==> config.mk <==
export PLATFORM = sky130hd
export DESIGN_NAME = move_word_assembler
export DESIGN_NICKNAME = d
export VERILOG_FILES = /design/src/rtl/move_word_assembler.sv
export SDC_FILE = /design/constraint.sdc
export NUM_CORES = 2
export LEC_CHECK = 0
export CAP_MARGIN = 20
export CORE_ASPECT_RATIO = 0.9
export CORE_MARGIN = 2
export CORE_UTILIZATION = 56
export DETAILED_ROUTE_END_ITERATION = 7
export PLACE_DENSITY = 0.78
export RECOVER_POWER = 25
export SLEW_MARGIN = 10
export SYNTH_ARGS = -nofsm -noshare
export SYNTH_HDL_FRONTEND = slang
export SYNTH_SLANG_ARGS = --single-unit
==> constraint.sdc <==
create_clock -name CLK -period 7.5 [get_ports CLK]
set_input_delay 1.125 -clock CLK [delete_from_list [all_inputs] [get_ports CLK]]
set_output_delay 1.125 -clock CLK [all_outputs]
set_load 0.005 [all_outputs]
==> src/rtl/move_word_assembler.sv <==
// Parses 4-word coordinated-move commands from the SPI word stream into a DEPTH-entry move queue, passing other words through.
// Latency: a queued move is visible one cycle after its last word. The executor pops with move_valid/move_ready; a full queue drops new moves and sets overflow_err.
module move_word_assembler #(
  parameter int          DEPTH    = 4,
  parameter logic [7:0]  CMD_MOVE = 8'h01
) (
  input  logic                     CLK,
  input  logic                     resetn,
  input  logic                     word_valid,
  input  logic [63:0]              word_data,
  input  logic [63:0]              encoder_count,
  input  logic                     halt,
  input  logic                     clear_err,
  output logic [63:0]              reply_data,
  output logic                     pass_valid,
  output logic [63:0]              pass_data,
  output logic                     move_valid,
  input  logic                     move_ready,
  output logic                     move_dir,
  output logic [63:0]              move_duration,
  output logic [63:0]              move_increment,
  output logic [63:0]              move_incinc,
  output logic [$clog2(DEPTH):0]   fifo_count,
  output logic                     buffer_dtr,
  output logic                     overflow_err
);

  localparam int PW = $clog2(DEPTH);
  localparam int CW = PW + 1;
  localparam logic [CW-1:0] DEPTH_CNT = CW'(DEPTH);

  typedef struct packed {
    logic        dir;
    logic [63:0] dur;
    logic [63:0] inc;
    logic [63:0] incinc;
  } move_t;

  typedef enum logic [1:0] {IDLE, DUR, INC, INCINC} state_t;

  state_t        state;
  logic          dir_q;
  logic [63:0]   dur_q;
  logic [63:0]   inc_q;
  logic [63:0]   enc_snap;
  move_t         mem [DEPTH];
  move_t         head_q;
  logic [PW-1:0] wr_ptr;
  logic [PW-1:0] rd_ptr;

  logic          accept;
  logic          push_req;
  logic          full;
  logic          pop;
  logic          push;
  logic [PW-1:0] rd_ptr_n;
  logic [CW-1:0] remain;
  logic [CW-1:0] count_n;
  move_t         new_entry;

  always_comb begin
    accept    = word_valid && !halt;
    push_req  = accept && (state == INCINC);
    full      = (fifo_count == DEPTH_CNT);
    pop       = move_valid && move_ready && !halt;
    // A pop in the same cycle frees the slot, so a full queue still accepts.
    push      = push_req && (!full || pop);
    rd_ptr_n  = rd_ptr + PW'(pop);
    remain    = fifo_count - CW'(pop);
    count_n   = remain + CW'(push);
    new_entry = '{dir: dir_q, dur: dur_q, inc: inc_q, incinc: word_data};
  end

  always_ff @(posedge CLK) begin
    if (resetn && push)
      mem[wr_ptr] <= new_entry;
  end

  always_ff @(posedge CLK) begin
    if (!resetn) begin
      state        <= IDLE;
      dir_q        <= 1'b0;
      dur_q        <= '0;
      inc_q        <= '0;
      enc_snap     <= '0;
      wr_ptr       <= '0;
      rd_ptr       <= '0;
      fifo_count   <= '0;
      head_q       <= '0;
      reply_data   <= '0;
      pass_valid   <= 1'b0;
      pass_data    <= '0;
      overflow_err <= 1'b0;
    end else begin
      pass_valid <= 1'b0;
      if (halt) begin
        state      <= IDLE;
        reply_data <= '0;
        wr_ptr     <= '0;
        rd_ptr     <= '0;
        fifo_count <= '0;
      end else begin
        if (accept) begin
          reply_data <= '0;
          case (state)
            IDLE: begin
              if (word_data[63:56] == CMD_MOVE) begin
                dir_q    <= word_data[0];
                enc_snap <= encoder_count;
                state    <= DUR;
              end else begin
                pass_valid <= 1'b1;
                pass_data  <= word_data;
              end
            end
            DUR: begin
              dur_q <= word_data;
              state <= INC;
            end
            INC: begin
              inc_q      <= word_data;
              reply_data <= enc_snap;
              state      <= INCINC;
            end
            default: state <= IDLE;
          endcase
        end

        if (push) wr_ptr <= wr_ptr + PW'(1);
        rd_ptr     <= rd_ptr_n;
        fifo_count <= count_n;
        // Registered head: the new entry goes straight to the head when nothing older remains.
        if (count_n != '0)
          head_q <= (remain == '0) ? new_entry : mem[rd_ptr_n];

        if (push_req && full && !pop)
          overflow_err <= 1'b1;
        else if (clear_err)
          overflow_err <= 1'b0;
      end
    end
  end

  always_comb begin
    move_valid     = (fifo_count != '0);
    buffer_dtr     = (fifo_count < DEPTH_CNT);
    move_dir       = head_q.dir;
    move_duration  = head_q.dur;
    move_increment = head_q.inc;
    move_incinc    = head_q.incinc;
  end

endmodule

==> results.json <==
{
  "final_common_cell": "edfxtp_1",
  "design_area_um2": 58100,
  "p_per_area_nw_per_um2": 242,
  "cts_sinks": 1297,
  "cpMaxStageDelayCell": "xor2_4",
  "num_vias": 31400,
  "h-tree-depth": 3,
  "clock_skew_ps": 23.8,
  "period_share_pct": 60.5,
  "ys_types": 39,
  "die_area_um2": 88900,
  "rr_startpoint": "fifo_count[2]",
  "syn-cell-area_um2": 48400,
  "grt_pass1_wl_um": 182000,
  "rsz0062_at_grt": "no",
  "max_slew_margin_pct": 23.5,
  "placed_area_um2": 54000,
  "timing.final.ws_setup_ps": 2960,
  "die_h_um": 283,
  "synth_area_leaders": "edfxtp_1, dfxtp_1, mux2_2",
  "drive_gt1_share_pct": 15.8,
  "cts_buffer_depth": 3,
  "cts_resized": 0,
  "hpwl_um": 63400,
  "hold_ws_ps": 451,
  "maxCapViolCount": 0,
  "final_cells": 5188,
  "critPathMaxFanout": 82,
  "most-common-layout-cells": "edfxtp_1, nand2_1, dfxtp_1",
  "ant_nets": 0,
  "startpoint": "halt",
  "cts_tree": "built",
  "worstSkewPairLatency_ps": 690,
  "synth_top_cell_by_area": "edfxtp_1",
  "min-delay-start": "reply_data[58]",
  "violations": "DRC",
  "initial_core_util_pct": 56.4,
  "required_ps": 8030,
  "worst_ep_arrival_time_ps": 5070,
  "synth_top_area_share_pct": 47.9,
  "crit_chain": "clkdlybuf4s50_1 > nand2b_1 > a21oi_1 > ha_1 > xor2_4 > buf_12 > buf_12 > mux2_2 > a222oi_1 > a21oi_1",
  "holdCritPathClass": "flip-flop to flip-flop",
  "drt_wl_total_um": 118000,
  "grt_util_all_layers_pct": 26.0,
  "status": "finished with violations",
  "clockRootBuffer": "clkbuf_16",
  "finalSetupTns_ps": 0,
  "coreArea_um2": 85900,
  "drt-initial-drc-count": 4029,
  "die_w_um": 314,
  "post_cts_buffers": 0,
  "final_hold_viol_count": 0,
  "grt_max_degree": 167,
  "worstSetupPathType": "input port to flip-flop",
  "slew_viol_final": 0,
  "avgViaCountPerCell": 6.05,
  "syn_nets": 3736,
  "synthArstFlopShare_pct": 0,
  "synth_area_per_cell_um2": 13.5,
  "cts_hold_buf": 0,
  "synthCells": 3589,
  "gp_congestion": 0.772,
  "crit_path_end_kind": "flip-flop",
  "worstMarginPinSlew_ps": 1150,
  "dp_cells": 4957,
  "pre_cts_ws_ps": 2330,
  "max_freq_mhz": 220,
  "ys.warnings.count": 0,
  "cts_buffers": 120,
  "antenna_found_initial": 2,
  "setup_viol": 0,
  "grt_overflow_total": 0,
  "synth_ff_type": "edfxtp_1",
  "ys_ff_latch": 1297,
  "layout.nets": 4082,
  "postLayoutCoreUtil_pct": 67.6,
  "dr.pass1.iters": 8,
  "synth_edf_count": 772,
  "p_total_mw": 14.1,
  "io_buffers": 461,
  "rows": 102,
  "design.portCount": 462,
  "wire_per_inst_um": 22.7,
  "ys_seq_area_share_pct": 69.6,
  "critPathLaunchType": "input port",
  "grt_pass1_vias": 31300,
  "min_period_ps": 4540,
  "drc": 4,
  "ir_drop_mv": 0.186,
  "max_stage_delay_ps": 830,
  "area_growth_pct": 19.9,
  "clk_pin_slew_worst_paths_ps": 60,
  "leakage_nw": 17.7
}
[report_power, final]
part | leakage [nW] | internal (mW) | switching (mW) | total [mW]
Clock | 2.01 | 3.69 | 2.57 | 6.25
Combinational | 5.26 | 0.132 | 0.158 | 0.291
Sequential | 10.4 | 7.50 | 0.00776 | 7.51
Total | 17.7 | 11.3 | 2.73 | 14.1
[per-layer routing]
metal | GRT usage, % | part of all wire (%) | wire length, um
met5 | 0 | 0 | 0
met4 | 9.45 | 3.3 | 3930
met3 | 4.76 | 8.2 | 9640
met2 | 41.9 | 48 | 56200
met1 | 35.5 | 41 | 48200
[sequential cells by signal, indices dropped and copies added, names as in the netlist, 2 cells and up]
signal / count
move_incinc: 64
reply_data: 64
pass_data: 64
rd_ptr: 2
enc_snap: 64
move_increment: 64
fifo_count: 3
move_duration: 64
wr_ptr: 2
mem: 772
inc_q: 64
state: 2
dur_q: 64
[cell usage after synthesis, types with 2 or more instances]
master,count
a21boi_0,214
a21boi_1,44
a21oi_1,263
a222oi_1,192
and2_1,5
and3_1,4
buf_1,10
buf_2,85
buf_4,7
clkbuf_1,181
dfxtp_1,525
edfxtp_1,772
ha_1,13
inv_1,15
mux2_2,384
mux2i_1,2
nand2_1,581
nand2b_1,3
nand3_1,64
nand4_1,2
nor2_1,9
nor2b_1,2
o21ai_0,176
o21ai_1,20
xnor2_1,2
[worst paths after layout]
kind,end,slack [ps],cells past startpoint
worst min-delay path,reply_data[58],450,2
worst max-delay path,move_duration[32],2960,10
worst min register to register,reply_data[58],450,2
worst max register to register,move_duration[32],3650,9
[cell type report]
| type | instances | area, um2 |
|---|---|---|
| antenna | 2 | 5.00 |
| clock buffer | 182 | 3570 |
| clock inverter | 47 | 557 |
| fill | 5835 | 27800 |
| inverter | 15 | 56.3 |
| multi-input combinational | 1994 | 13600 |
| sequential | 1297 | 33700 |
| tap | 1144 | 1430 |
| timing repair buffer | 507 | 5150 |
[critical path, delay by kind of cell]
family | cells | cell delay [ps]
buf+inv | 3 | 1250
xor+xnor | 1 | 830
compound gates | 3 | 730
mux | 1 | 410
fa+ha+maj | 1 | 310
simple gates | 1 | 260
[kinds of logic after synthesis]
group | after synthesis | synth area share (%)
mux | 387 | 9.02
xor+xnor | 4 | 0.101
buf+inv | 298 | 2.58
compound gates | 913 | 12.8
simple gates | 677 | 5.57
fa+ha+maj | 13 | 0.336
flops | 1297 | 69.6
No activity file was read; power rests on OpenSTA's default activity.
